### src/rtl/mem_port_arbiter_pkg.sv
// rtl/mem_port_arbiter_pkg.sv - shared state/grant codes and sizing helpers for the memory port arbiter
package mem_port_arbiter_pkg;

    typedef enum logic [1:0] {
        ARB_IDLE = 2'b00,
        ARB_BUSY = 2'b01,
        ARB_RESP = 2'b10
    } arb_state_t;

    typedef enum logic {
        GNT_IF = 1'b0,
        GNT_D  = 1'b1
    } arb_gnt_t;

    localparam int DEF_MAX_D_RUN = 4;
    localparam int DEF_TIMEOUT   = 255;

    // Bits needed to hold values 0..n inclusive.
    function automatic int cnt_width(input int n);
        return $clog2(n + 1);
    endfunction

endpackage

### src/rtl/mem_arb_timer.sv
// rtl/mem_arb_timer.sv - loadable up-counter with clear/enable and terminal-count flag
module mem_arb_timer #(
    parameter int WIDTH    = 8,
    parameter int TERMINAL = 254
) (
    input  logic             clk,
    input  logic             reset,
    input  logic             clr,
    input  logic             en,
    input  logic             load,
    input  logic [WIDTH-1:0] load_val,
    output logic             tc
);

    logic [WIDTH-1:0] count_q;

    always_ff @(posedge clk or negedge reset) begin
        if (!reset) begin
            count_q <= '0;
        end else if (clr) begin
            count_q <= '0;
        end else if (load) begin
            count_q <= load_val;
        end else if (en) begin
            count_q <= count_q + WIDTH'(1);
        end
    end

    assign tc = (count_q == WIDTH'(TERMINAL));

endmodule

### src/rtl/mem_port_arbiter.sv
// rtl/mem_port_arbiter.sv - shares one MIO bus port between instruction fetch and data access
module mem_port_arbiter
    import mem_port_arbiter_pkg::*;
#(
    parameter int MAX_D_RUN = DEF_MAX_D_RUN,
    parameter int TIMEOUT   = DEF_TIMEOUT
) (
    input  logic        clk,
    input  logic        reset,
    input  logic        if_req,
    input  logic [31:0] if_addr,
    output logic [31:0] if_rdata,
    output logic        if_done,
    output logic        if_stall,
    input  logic        d_req,
    input  logic        d_we,
    input  logic [31:0] d_addr,
    input  logic [31:0] d_wdata,
    input  logic [3:0]  d_wtype,
    output logic [31:0] d_rdata,
    output logic        d_done,
    output logic        d_stall,
    output logic        bus_req,
    output logic        bus_we,
    output logic [31:0] bus_addr,
    output logic [31:0] bus_wdata,
    output logic [3:0]  bus_wtype,
    input  logic [31:0] bus_rdata,
    input  logic        bus_ready,
    output logic        bus_err
);

    localparam int TW = cnt_width(TIMEOUT);
    localparam int RW = cnt_width(MAX_D_RUN);

    arb_state_t    state_q, state_d;
    arb_gnt_t      gnt_q;
    logic [RW-1:0] d_run_q;
    logic [31:0]   rdata_q;
    logic          err_q;
    logic          bus_we_q;
    logic [31:0]   bus_addr_q;
    logic [31:0]   bus_wdata_q;
    logic [3:0]    bus_wtype_q;
    logic          start;
    logic          pick_if;
    logic          in_busy;
    logic          in_resp;
    logic          tmo_tc;

    assign in_busy = (state_q == ARB_BUSY);
    assign in_resp = (state_q == ARB_RESP);
    assign start   = (state_q == ARB_IDLE) && (if_req || d_req);
    // Fetch wins only when data is idle or data has used up its run budget.
    assign pick_if = if_req && (!d_req || (d_run_q == RW'(MAX_D_RUN)));

    mem_arb_timer #(
        .WIDTH    (TW),
        .TERMINAL (TIMEOUT - 1)
    ) u_tmo (
        .clk      (clk),
        .reset    (reset),
        .clr      (start),
        .en       (in_busy),
        .load     (1'b0),
        .load_val ('0),
        .tc       (tmo_tc)
    );

    always_comb begin
        state_d = state_q;
        case (state_q)
            ARB_IDLE: if (start) state_d = ARB_BUSY;
            ARB_BUSY: if (bus_ready || tmo_tc) state_d = ARB_RESP;
            ARB_RESP: state_d = ARB_IDLE;
            default:  state_d = ARB_IDLE;
        endcase
    end

    always_ff @(posedge clk or negedge reset) begin
        if (!reset) begin
            state_q     <= ARB_IDLE;
            gnt_q       <= GNT_IF;
            d_run_q     <= '0;
            rdata_q     <= '0;
            err_q       <= 1'b0;
            bus_we_q    <= 1'b0;
            bus_addr_q  <= '0;
            bus_wdata_q <= '0;
            bus_wtype_q <= '0;
        end else begin
            state_q <= state_d;
            if (start) begin
                err_q <= 1'b0;
                if (pick_if) begin
                    gnt_q       <= GNT_IF;
                    d_run_q     <= '0;
                    bus_we_q    <= 1'b0;
                    bus_addr_q  <= if_addr;
                    bus_wdata_q <= '0;
                    bus_wtype_q <= '0;
                end else begin
                    gnt_q       <= GNT_D;
                    bus_we_q    <= d_we;
                    bus_addr_q  <= d_addr;
                    bus_wdata_q <= d_wdata;
                    bus_wtype_q <= d_wtype;
                    if (!if_req)
                        d_run_q <= '0;
                    else if (d_run_q != RW'(MAX_D_RUN))
                        d_run_q <= d_run_q + RW'(1);
                end
            end
            if (in_busy) begin
                if (bus_ready) begin
                    rdata_q <= bus_rdata;
                end else if (tmo_tc) begin
                    rdata_q <= '0;
                    err_q   <= 1'b1;
                end
            end
        end
    end

    assign bus_req   = in_busy;
    assign bus_we    = bus_we_q;
    assign bus_addr  = bus_addr_q;
    assign bus_wdata = bus_wdata_q;
    assign bus_wtype = bus_wtype_q;
    assign if_done   = in_resp && (gnt_q == GNT_IF);
    assign d_done    = in_resp && (gnt_q == GNT_D);
    assign bus_err   = in_resp && err_q;
    assign if_rdata  = if_done ? rdata_q : '0;
    assign d_rdata   = (d_done && !bus_we_q) ? rdata_q : '0;
    assign if_stall  = if_req && !if_done;
    assign d_stall   = d_req && !d_done;

endmodule

### config.mk
export PLATFORM = sky130hd
export DESIGN_NAME = mem_port_arbiter
export DESIGN_NICKNAME = d
export VERILOG_FILES = /design/src/rtl/mem_port_arbiter_pkg.sv /design/src/rtl/mem_arb_timer.sv /design/src/rtl/mem_port_arbiter.sv
export SDC_FILE = /design/constraint.sdc
export NUM_CORES = 1
export LEC_CHECK = 0
export ABC_AREA = 1
export BUFFER_PORTS_ARGS = -buffer_cell sky130_fd_sc_hd__buf_2
export CELL_PAD_IN_SITES_DETAIL_PLACEMENT = 1
export CELL_PAD_IN_SITES_GLOBAL_PLACEMENT = 1
export CORE_MARGIN = 5
export CORE_UTILIZATION = 32
export DETAILED_ROUTE_END_ITERATION = 8
export GPL_TIMING_DRIVEN = 0
export PLACE_DENSITY = 0.81
export SKIP_CTS_REPAIR_TIMING = 1
export SYNTH_ARGS = -nofsm -noshare
export SYNTH_HDL_FRONTEND = slang
export SYNTH_SLANG_ARGS = --single-unit
### constraint.sdc
create_clock -name clk -period 1.8 [get_ports clk]
set_clock_uncertainty 0.15 [all_clocks]
set_input_delay 0.36 -clock clk [delete_from_list [all_inputs] [get_ports clk]]
set_output_delay 0.36 -clock clk [all_outputs]
set_load 0.05 [all_outputs]
==> impl_results.rst, run 1 <==
.. list-table::
   :header-rows: 1

   * - Metric
     - Value
   * - Clock sink count
     - about 120
   * - Die extent in y
     - 141.9 um
   * - Library cell used as clock root buffer
     - sky130_fd_sc_hd__clkbuf_16
   * - Critical path's top delay family
     - simple AND/OR/NAND/NOR gates
   * - Total detailed-routing wirelength
     - ~23,000 um
   * - Number of nets in the layout
     - 1,201
   * - Number of enable-type register cells in the synthesized netlist
     - 0
   * - Mapped Cells
     - ~750
   * - Final weighted congestion in routability-driven placement
     - roughly 0.80
   * - Crit path cell chain
     - inv_2 > nand2_4 > nor2_4 > nand2_8 > clkbuf_16 > nor2_4 > buf_6
   * - Setup crit end
     - d_rdata[25]
   * - Violations in the final reports
     - setup timing
   * - Most numerous cell on the critical path
     - sky130_fd_sc_hd__nor2_4
   * - Count of synthesis-stage warnings from yosys
     - 0
   * - Register bit total from synthesis
     - 116
   * - Syn avg cell area
     - roughly 7.5 sq um
   * - TritonCTS clock tree
     - done
   * - Result of the run
     - finished, violations left
   * - Leakage power summed over all cells
     - slightly below 5 nW
   * - Slowest cell on the critical path
     - sky130_fd_sc_hd__dfrtp_1
   * - Dominant cell type by area after synthesis
     - sky130_fd_sc_hd__dfrtp_1
   * - Clock transition time at the flip-flop clock pins of the worst setup and hold paths
     - about 50 ps
   * - Reg2reg setup slack
     - ~50 ps
   * - DR vias
     - between 6k and 7k
   * - Slew Viols, Final
     - 0
   * - Critical Path Start Type
     - register
   * - Post-synth top area share
     - between 50% and 60%
   * - Number of H-tree levels
     - 4
   * - Net count of the mapped netlist
     - slightly below 900
   * - Num CTS Buffers
     - 17
   * - Via count of the first global-routing pass
     - ~6.3k
   * - Hold Violations, Final
     - 0
   * - Synth-to-Final Area Change
     - 65.25%
   * - Number of rows in the core area
     - 48
   * - Number of distinct library cell variants in the gate-level netlist after synthesis
     - 20
   * - CP endpoint kind
     - output pin
   * - Worst reg-to-reg path cell count
     - 10
   * - Max incr delay on CP
     - between 300 and 400 ps
   * - Synth Flop Type
     - sky130_fd_sc_hd__dfrtp_1
   * - Unrepaired setup endpoints after global routing
     - true
   * - Synth top area cells
     - sky130_fd_sc_hd__dfrtp_1, sky130_fd_sc_hd__nand2_1, sky130_fd_sc_hd__nor2_1
   * - Reg2reg end
     - rdata_q[16]$_DFFE_PN0P_
   * - Number of design-rule violations left by the first detailed-router iteration
     - 201
   * - Number of top-level pins
     - 277
   * - Total number of cells along the worst setup path
     - 7
   * - Slew at the pin closest to its max-slew limit
     - approximately 530 ps
   * - Worst-case setup margin in the final layout
     - -445.0 ps
   * - GRT overflow
     - 0
   * - HPWL after detailed placement
     - 15,180 um
   * - Number of maximum-capacitance violations
     - 0
   * - Buffers & Inverters on Critical Path
     - 3
   * - Die extent in x
     - 141.9 um
   * - Max transition margin
     - about 65%
   * - Overall global routing resource usage
     - between 10% and 20%
   * - Required time of the worst setup path
     - between 1000 and 1500 ps
   * - Total power divided by cell area
     - between 1500 and 2000 nW/um^2
   * - Worst min-delay path category
     - primary input to register
   * - Peak fanout along the critical path
     - 8
   * - Sequential cell area fraction in the yosys report
     - between 50% and 60%
   * - Full die area
     - around 20,000 sq um
   * - Initial core utilization
     - around a third
   * - Total negative setup slack
     - -24,360 ps
   * - Final clock period utilization by the worst path
     - 124.7%
   * - Average wire length per cell after detail routing
     - 17.61 um
   * - Core occupancy in the finished layout
     - 53.55%
   * - Detailed-routing iteration count for the pre-antenna-repair pass
     - 4
   * - Type of the worst setup path
     - register to output pin
   * - Maximum number of pins on one net before global-route repair
     - 80
   * - Crit. Startpoint
     - state_q[0]$_DFFE_PN0P_
   * - Most repeated cell in the gate-level netlist after synthesis
     - sky130_fd_sc_hd__nand2_1
   * - Reg2reg start
     - u_tmo.count_q[0]$_DFFE_PN0P_
   * - Proportion of layout cells with a drive suffix above 1
     - between 40% and 50%
   * - Core Region
     - between 15,000 and 20,000 sq um
   * - Max Freq
     - approximately 0.45 GHz
   * - Buffers added on ports
     - 275
   * - Netlist area before placement
     - around 5600 sq um
   * - Final routed DRC violation total
     - 0
   * - Number of antenna violations at the first check in global routing
     - 2
   * - Max IR drop VDD
     - 0.0009073 V
   * - Clock period minus final worst setup slack
     - between 2000 and 2500 ps
   * - Wire length of the first global-routing pass
     - between 30,000 and 40,000 um
   * - Final setup fails
     - 70
   * - Via-to-Cell Ratio
     - between 4 and 5
   * - Critical path data arrival time
     - about 1700 ps
   * - Clock latency at the later pin of the worst-skew pair
     - 400 ps
   * - Number of buffers between clock root and the deepest sink
     - 2
   * - Most numerous cell types in the synthesized netlist
     - sky130_fd_sc_hd__nand2_1, sky130_fd_sc_hd__dfrtp_1, sky130_fd_sc_hd__nor2_1, sky130_fd_sc_hd__inv_1, sky130_fd_sc_hd__nand3_1
   * - Worst-case setup slack after placement
     - -110.9 ps
   * - Remaining antenna violation count after routing
     - 0
   * - Share of flip-flops with an asynchronous set or reset after synthesis
     - 100.0%
==> worst register-to-register path: stages, from the launching register on <==
cell                      delay [ps]
sky130_fd_sc_hd__dfrtp_1         400
sky130_fd_sc_hd__inv_1           100
sky130_fd_sc_hd__ha_1            160
sky130_fd_sc_hd__inv_1            40
sky130_fd_sc_hd__nor2_1          100
sky130_fd_sc_hd__nand2_1         110
sky130_fd_sc_hd__nand2_1         160
sky130_fd_sc_hd__nand2_4         110
sky130_fd_sc_hd__buf_6           160
sky130_fd_sc_hd__nand2_1          70
sky130_fd_sc_hd__nand2_1          80
==> logic make-up after synthesis <==
group / synth area share (%)
xor gates and xnor gates: 0.1574
AOI/OAI and AO/OA: 4.383
adders and majority gates: 0.8991
and+or+nand+nor: 32.23
DFF: 52.15
buffers and inverters: 10.18
==> layout by cell type (no fill, tap or decap), types with 4 or more instances in the layout <==
cell                        instances
sky130_fd_sc_hd__o21ai_0           23
sky130_fd_sc_hd__inv_1             80
sky130_fd_sc_hd__clkbuf_16         21
sky130_fd_sc_hd__buf_12             6
sky130_fd_sc_hd__dfrtp_1          116
sky130_fd_sc_hd__a21oi_1            4
sky130_fd_sc_hd__nand3_1           74
sky130_fd_sc_hd__nand2_1          256
sky130_fd_sc_hd__ha_1               4
sky130_fd_sc_hd__clkinv_2           6
sky130_fd_sc_hd__buf_8             15
sky130_fd_sc_hd__nor2_1            42
sky130_fd_sc_hd__clkbuf_1          10
sky130_fd_sc_hd__buf_2            214
sky130_fd_sc_hd__inv_2              4
sky130_fd_sc_hd__buf_4             17
sky130_fd_sc_hd__o21ai_1           18
sky130_fd_sc_hd__nor2_4            67
sky130_fd_sc_hd__clkbuf_8           5
sky130_fd_sc_hd__buf_6             64
==> how the worst min path moves through the flow <==
stage | startpoint | to | slack [ps] | depth (start not counted)
CTS | reset | bus_addr[23]$_DFFE_PN0P_ | -310 | 1
detailed placement | reset | bus_addr[22]$_DFFE_PN0P_ | 140 | 1
finish | d_wdata[13] | bus_wdata[13]$_DFFE_PN0P_ | 30 | 3
global route | d_wdata[7] | bus_wdata[7]$_DFFE_PN0P_ | 20 | 3
global placement | rdata_q[8]$_DFFE_PN0P_ | rdata_q[8]$_DFFE_PN0P_ | 300 | 2
floorplan | reset | bus_addr[0]$_DFFE_PN0P_ | -90 | 0
==> state kept, by name (all words and copies together), names as in the netlist <==
| signal | cells |
|---|---|
| bus_addr | 32 |
| state_q | 2 |
| bus_wdata | 32 |
| bus_wtype | 4 |
| gnt_q | 1 |
| bus_we | 1 |
| d_run_q | 3 |
| u_tmo.count_q | 8 |
| err_q | 1 |
| rdata_q | 32 |
==> metal layers <==
layer | GRT usage (%) | vias to the layer above | part of all wire (%)
li1 | - | 2891 | -
met1 | 22.42 | 2965 | 38
met2 | 34.42 | 201 | 54
met3 | 6.741 | 36 | 6.2
met4 | 7.727 | 2 | 2.3
met5 | 0 | - | 0.057
==> area by class of cell <==
class                      count  area [sq um]
multi-input combinational    502          2639
timing repair buffer         293          2098
fill                        2092          7978
clock inverter                 9         76.32
inverter                      86         330.3
antenna                        1         2.502
buffer                        43         370.4
tap                          225         281.5
sequential                   116          2903
clock buffer                  23         498.0
==> metrics by stage <==
step	instances	total power, mW	instance area [sq um]	hold WS (ps)
after floorplan	747	10.38	6140	-85.59
after global placement	1247	12.31	7797	305.0
after detailed placement	1248	12.53	7831	139.5
after CTS	1280	15.89	8406	-307.3
after global routing	1298	17.38	9199	22.72
final	1298	16.46	9199	30.08
==> where the power goes <==
group | total (mW) | switching [mW] | internal [mW]
combinational | 8.72 | 6.44 | 2.28
clock | 3.26 | 1.19 | 2.07
sequential | 4.47 | 0.705 | 3.77
total | 16.5 | 8.34 | 8.12
Power figures use the tool's default switching activity.
==> inputs of run 2 (changes only) <==
REMOVE_ABC_BUFFERS = 1   (was default)
clock period = 2.35 ns   (was 1.8 ns; I/O delays follow)
==> run 2 against run 1 <==
Compared with the run above: the run still ends with setup timing left; total power shrank 26%; final area shrank 8.2%; count of clock-buffer cells in the layout shrank 1; hold slack gained 110 ps; cell count shrank 3.7%; critical path type unchanged; core utilization shrank 4.4 points; combinational power shrank 30%; setup slack gained 350 ps; die area is the same; sequential share of layout area grew 2.8 points.
==> impl_results.rst, run 2 (synthesized netlist as in run 1, its figures left out) <==
.. list-table::
   :header-rows: 1

   * - Metric
     - Value
   * - Hold Path Stages
     - 3 (unchanged)
   * - Leakage power summed over all cells
     - 4.671 nW (-5.7%)
   * - Number of antenna violations at the first check in global routing
     - 1 (-1)
   * - Clock network fraction of design power
     - 21.7% (+1.9 points)
   * - Critical path's top delay family
     - buffers and inverters
   * - TritonCTS clock tree
     - done
   * - Full die area
     - 20,130 sq um (unchanged)
   * - Die extent in x
     - 141.9 um (unchanged)
   * - Max transition margin
     - 54.23% (-11 points)
   * - Die extent in y
     - 141.9 um (unchanged)
   * - Reg power frac
     - 28.2% (+1.0 points)
   * - Internal power component
     - 5.998 mW (-26%)
   * - Unrepaired setup endpoints after global routing
     - true
   * - Max Freq
     - roughly 0.41 GHz
   * - Buffers & Inverters on Critical Path
     - 5 (+2)
   * - Average wire length per cell after detail routing
     - 17.37 um (-1.3%)
   * - Worst-case setup slack after placement
     - -1051 ps (-940.4 ps)
   * - N_diodes
     - 0 (-1)
   * - Max incr delay on CP
     - 410 ps (+20 ps)
   * - Clock latency at the later pin of the worst-skew pair
     - 410 ps (about the same)
   * - Number of design-rule violations left by the first detailed-router iteration
     - 176 (-12%)
   * - Critical Path Start Type
     - register
   * - Number of filler cells placed in the layout
     - 2,093 (+0.048%)
   * - Net switching fraction of the power
     - 50.53% (-0.15 points)
   * - Number of maximum-capacitance violations
     - 0 (unchanged)
   * - Switching power summed over all nets
     - 6.126 mW (-27%)
   * - Total power divided by cell area
     - 1436 nW/um^2 (-20%)
   * - Total detailed-routing wirelength
     - 21,710 um (-5.0%)
   * - Via-to-Cell Ratio
     - 4.774 (+1.7%)
   * - Required time of the worst setup path
     - 1730 ps (+440 ps)
   * - Clock sink count
     - 116 (unchanged)
   * - Maximum number of pins on one net before global-route repair
     - 92 (+15%)
   * - Proportion of layout cells with a drive suffix above 1
     - 36.59% (-4.2 points)
   * - Worst reg-to-reg path cell count
     - 6 (-4)
   * - Clock period minus final worst setup slack
     - between 2000 and 2500 ps
   * - Number of rows in the core area
     - 48 (unchanged)
   * - GRT overflow
     - 0 (unchanged)
   * - Number of buffers between clock root and the deepest sink
     - 2 (unchanged)
   * - Overall global routing resource usage
     - 18.33% (-1.5 points)
   * - Number of nets in the layout
     - 1,155 (-3.8%)
   * - Initial core utilization
     - 32.41% (unchanged)
   * - Wire length of the first global-routing pass
     - 29,520 um (-7.1%)
   * - Slew at the pin closest to its max-slew limit
     - 686.5 ps (+160.1 ps)
   * - Final weighted congestion in routability-driven placement
     - 0.7865 (-1.9%)
   * - Total number of cells along the worst setup path
     - 8 (+1)
   * - Detailed-routing iteration count for the pre-antenna-repair pass
     - 4 (unchanged)
   * - CP endpoint kind
     - output pin
   * - Clock transition time at the flip-flop clock pins of the worst setup and hold paths
     - 60 ps (about the same)
   * - Critical path data arrival time
     - 1830 ps (+90 ps)
   * - Post-route worst hold slack
     - 137.7 ps (+107.7 ps)
   * - Type of the worst setup path
     - register to output pin
   * - HPWL after detailed placement
     - 13,160 um (-13%)
   * - Hold Violations, Final
     - 0 (unchanged)
   * - Top library cells by usage in the layout, fill and taps aside
     - sky130_fd_sc_hd__nand2_1, sky130_fd_sc_hd__buf_2, sky130_fd_sc_hd__dfrtp_1
   * - Peak fanout along the critical path
     - 9 (+1)
   * - Remaining antenna violation count after routing
     - 0 (unchanged)
   * - Buffers added on ports
     - 276 (+0.36%)
   * - Crit path cell chain
     - inv_2 > nand2_4 > nor2_4 > buf_12 > clkinvlp_4 > buf_6 > nor2_2 > buf_6
   * - Num CTS Buffers
     - 17 (unchanged)
   * - Synth-to-Final Area Change
     - 51.72%
   * - Result of the run
     - finished, violations left
   * - Library cell used as clock root buffer
     - sky130_fd_sc_hd__clkbuf_16
   * - Most common cell after layout, fill and taps aside
     - sky130_fd_sc_hd__nand2_1
   * - Worst min-delay path category
     - primary input to register
   * - Core Region
     - 17,180 sq um (unchanged)
   * - Number of top-level pins
     - 277 (unchanged)
   * - Final clock period utilization by the worst path
     - 104.2%
   * - Worst-case setup margin in the final layout
     - -99.51 ps (+345.5 ps)
   * - Via count of the first global-routing pass
     - 5,979 (-4.9%)
   * - Combinational share of power
     - 50.2% (-2.8 points)
   * - Most numerous cell on the critical path
     - sky130_fd_sc_hd__buf_6
   * - Final setup fails
     - 49 (-30%)
   * - Slowest cell on the critical path
     - sky130_fd_sc_hd__dfrtp_1
   * - Slew Viols, Final
     - 0 (unchanged)
   * - Number of H-tree levels
     - 4 (unchanged)
   * - Max IR drop VDD
     - 0.0008672 V (-4.4%)
   * - Final routed DRC violation total
     - 0 (unchanged)
   * - Violations in the final reports
     - setup timing
   * - DR vias
     - 5,968 (-2.1%)
run 2: final timing paths:
path | end | slack [ps] | from
max in group asynchronous | bus_addr[16]$_DFFE_PN0P_ | 870 | reset
worst max-delay path | if_rdata[28] | -100 | state_q[0]$_DFFE_PN0P_
worst max register to register | bus_addr[13]$_DFFE_PN0P_ | 80 | state_q[1]$_DFFE_PN0P_
min in group asynchronous | rdata_q[7]$_DFFE_PN0P_ | 470 | reset
worst min register to register | rdata_q[20]$_DFFE_PN0P_ | 320 | rdata_q[20]$_DFFE_PN0P_
worst min-delay path | bus_wdata[25]$_DFFE_PN0P_ | 140 | d_wdata[25]
run 2: layout make-up:
cell class | count | area (sq um) | area share, %
Sequential cell | 116 | 2903 | 34.37
Multi-Input combinational cell | 505 | 2389 | 28.28
Timing Repair Buffer | 286 | 1932 | 22.87
Clock buffer | 22 | 464.2 | 5.496
Inverter | 86 | 340.3 | 4.030
Tap cell | 225 | 281.5 | 3.333
Clock inverter | 9 | 128.9 | 1.526
Timing Repair inverter | 1 | 7.507 | 0.08889
run 2: routing by layer:
layer  up-vias  track usage (%)  share of wire [%]
li1       2804                -                  -
met1      2868            21.15                 39
met2       252            31.15                 48
met3        42            7.617                9.2
met4         2            5.404                3.0
met5         -                0              0.051
run 2: worst reg2reg max path, delay by kind of cell, from the launching register on:
family / cells / cell delay (ps)
AOI/OAI and AO/OA: 1 / 160
and+or+nand+nor: 3 / 830
buffers and inverters: 2 / 610
DFF: 1 / 440
run 2: stage by stage:
stage	utilization, %	instance area [sq um]	cells	TNS [ps]	total power [mW]
after floorplan	-	5323	704	-88450	7.246
after global placement	40.67	6985	1205	-221800	8.730
after detailed placement	41.10	7059	1207	-64830	8.854
after CTS	44.55	7652	1238	-80810	11.56
after global routing	49.17	8446	1250	-5407	12.82
final	49.17	8446	1250	-2264	12.12
run 2: power groups by stage:
stage	clock, mW	combinational, mW	sequential [mW]
final	2.63	6.08	3.41
after global routing	2.78	6.51	3.53
after CTS	2.69	5.50	3.37
after detailed placement	0	5.48	3.38
after global placement	0	5.39	3.34
after floorplan	0	1.99	5.26
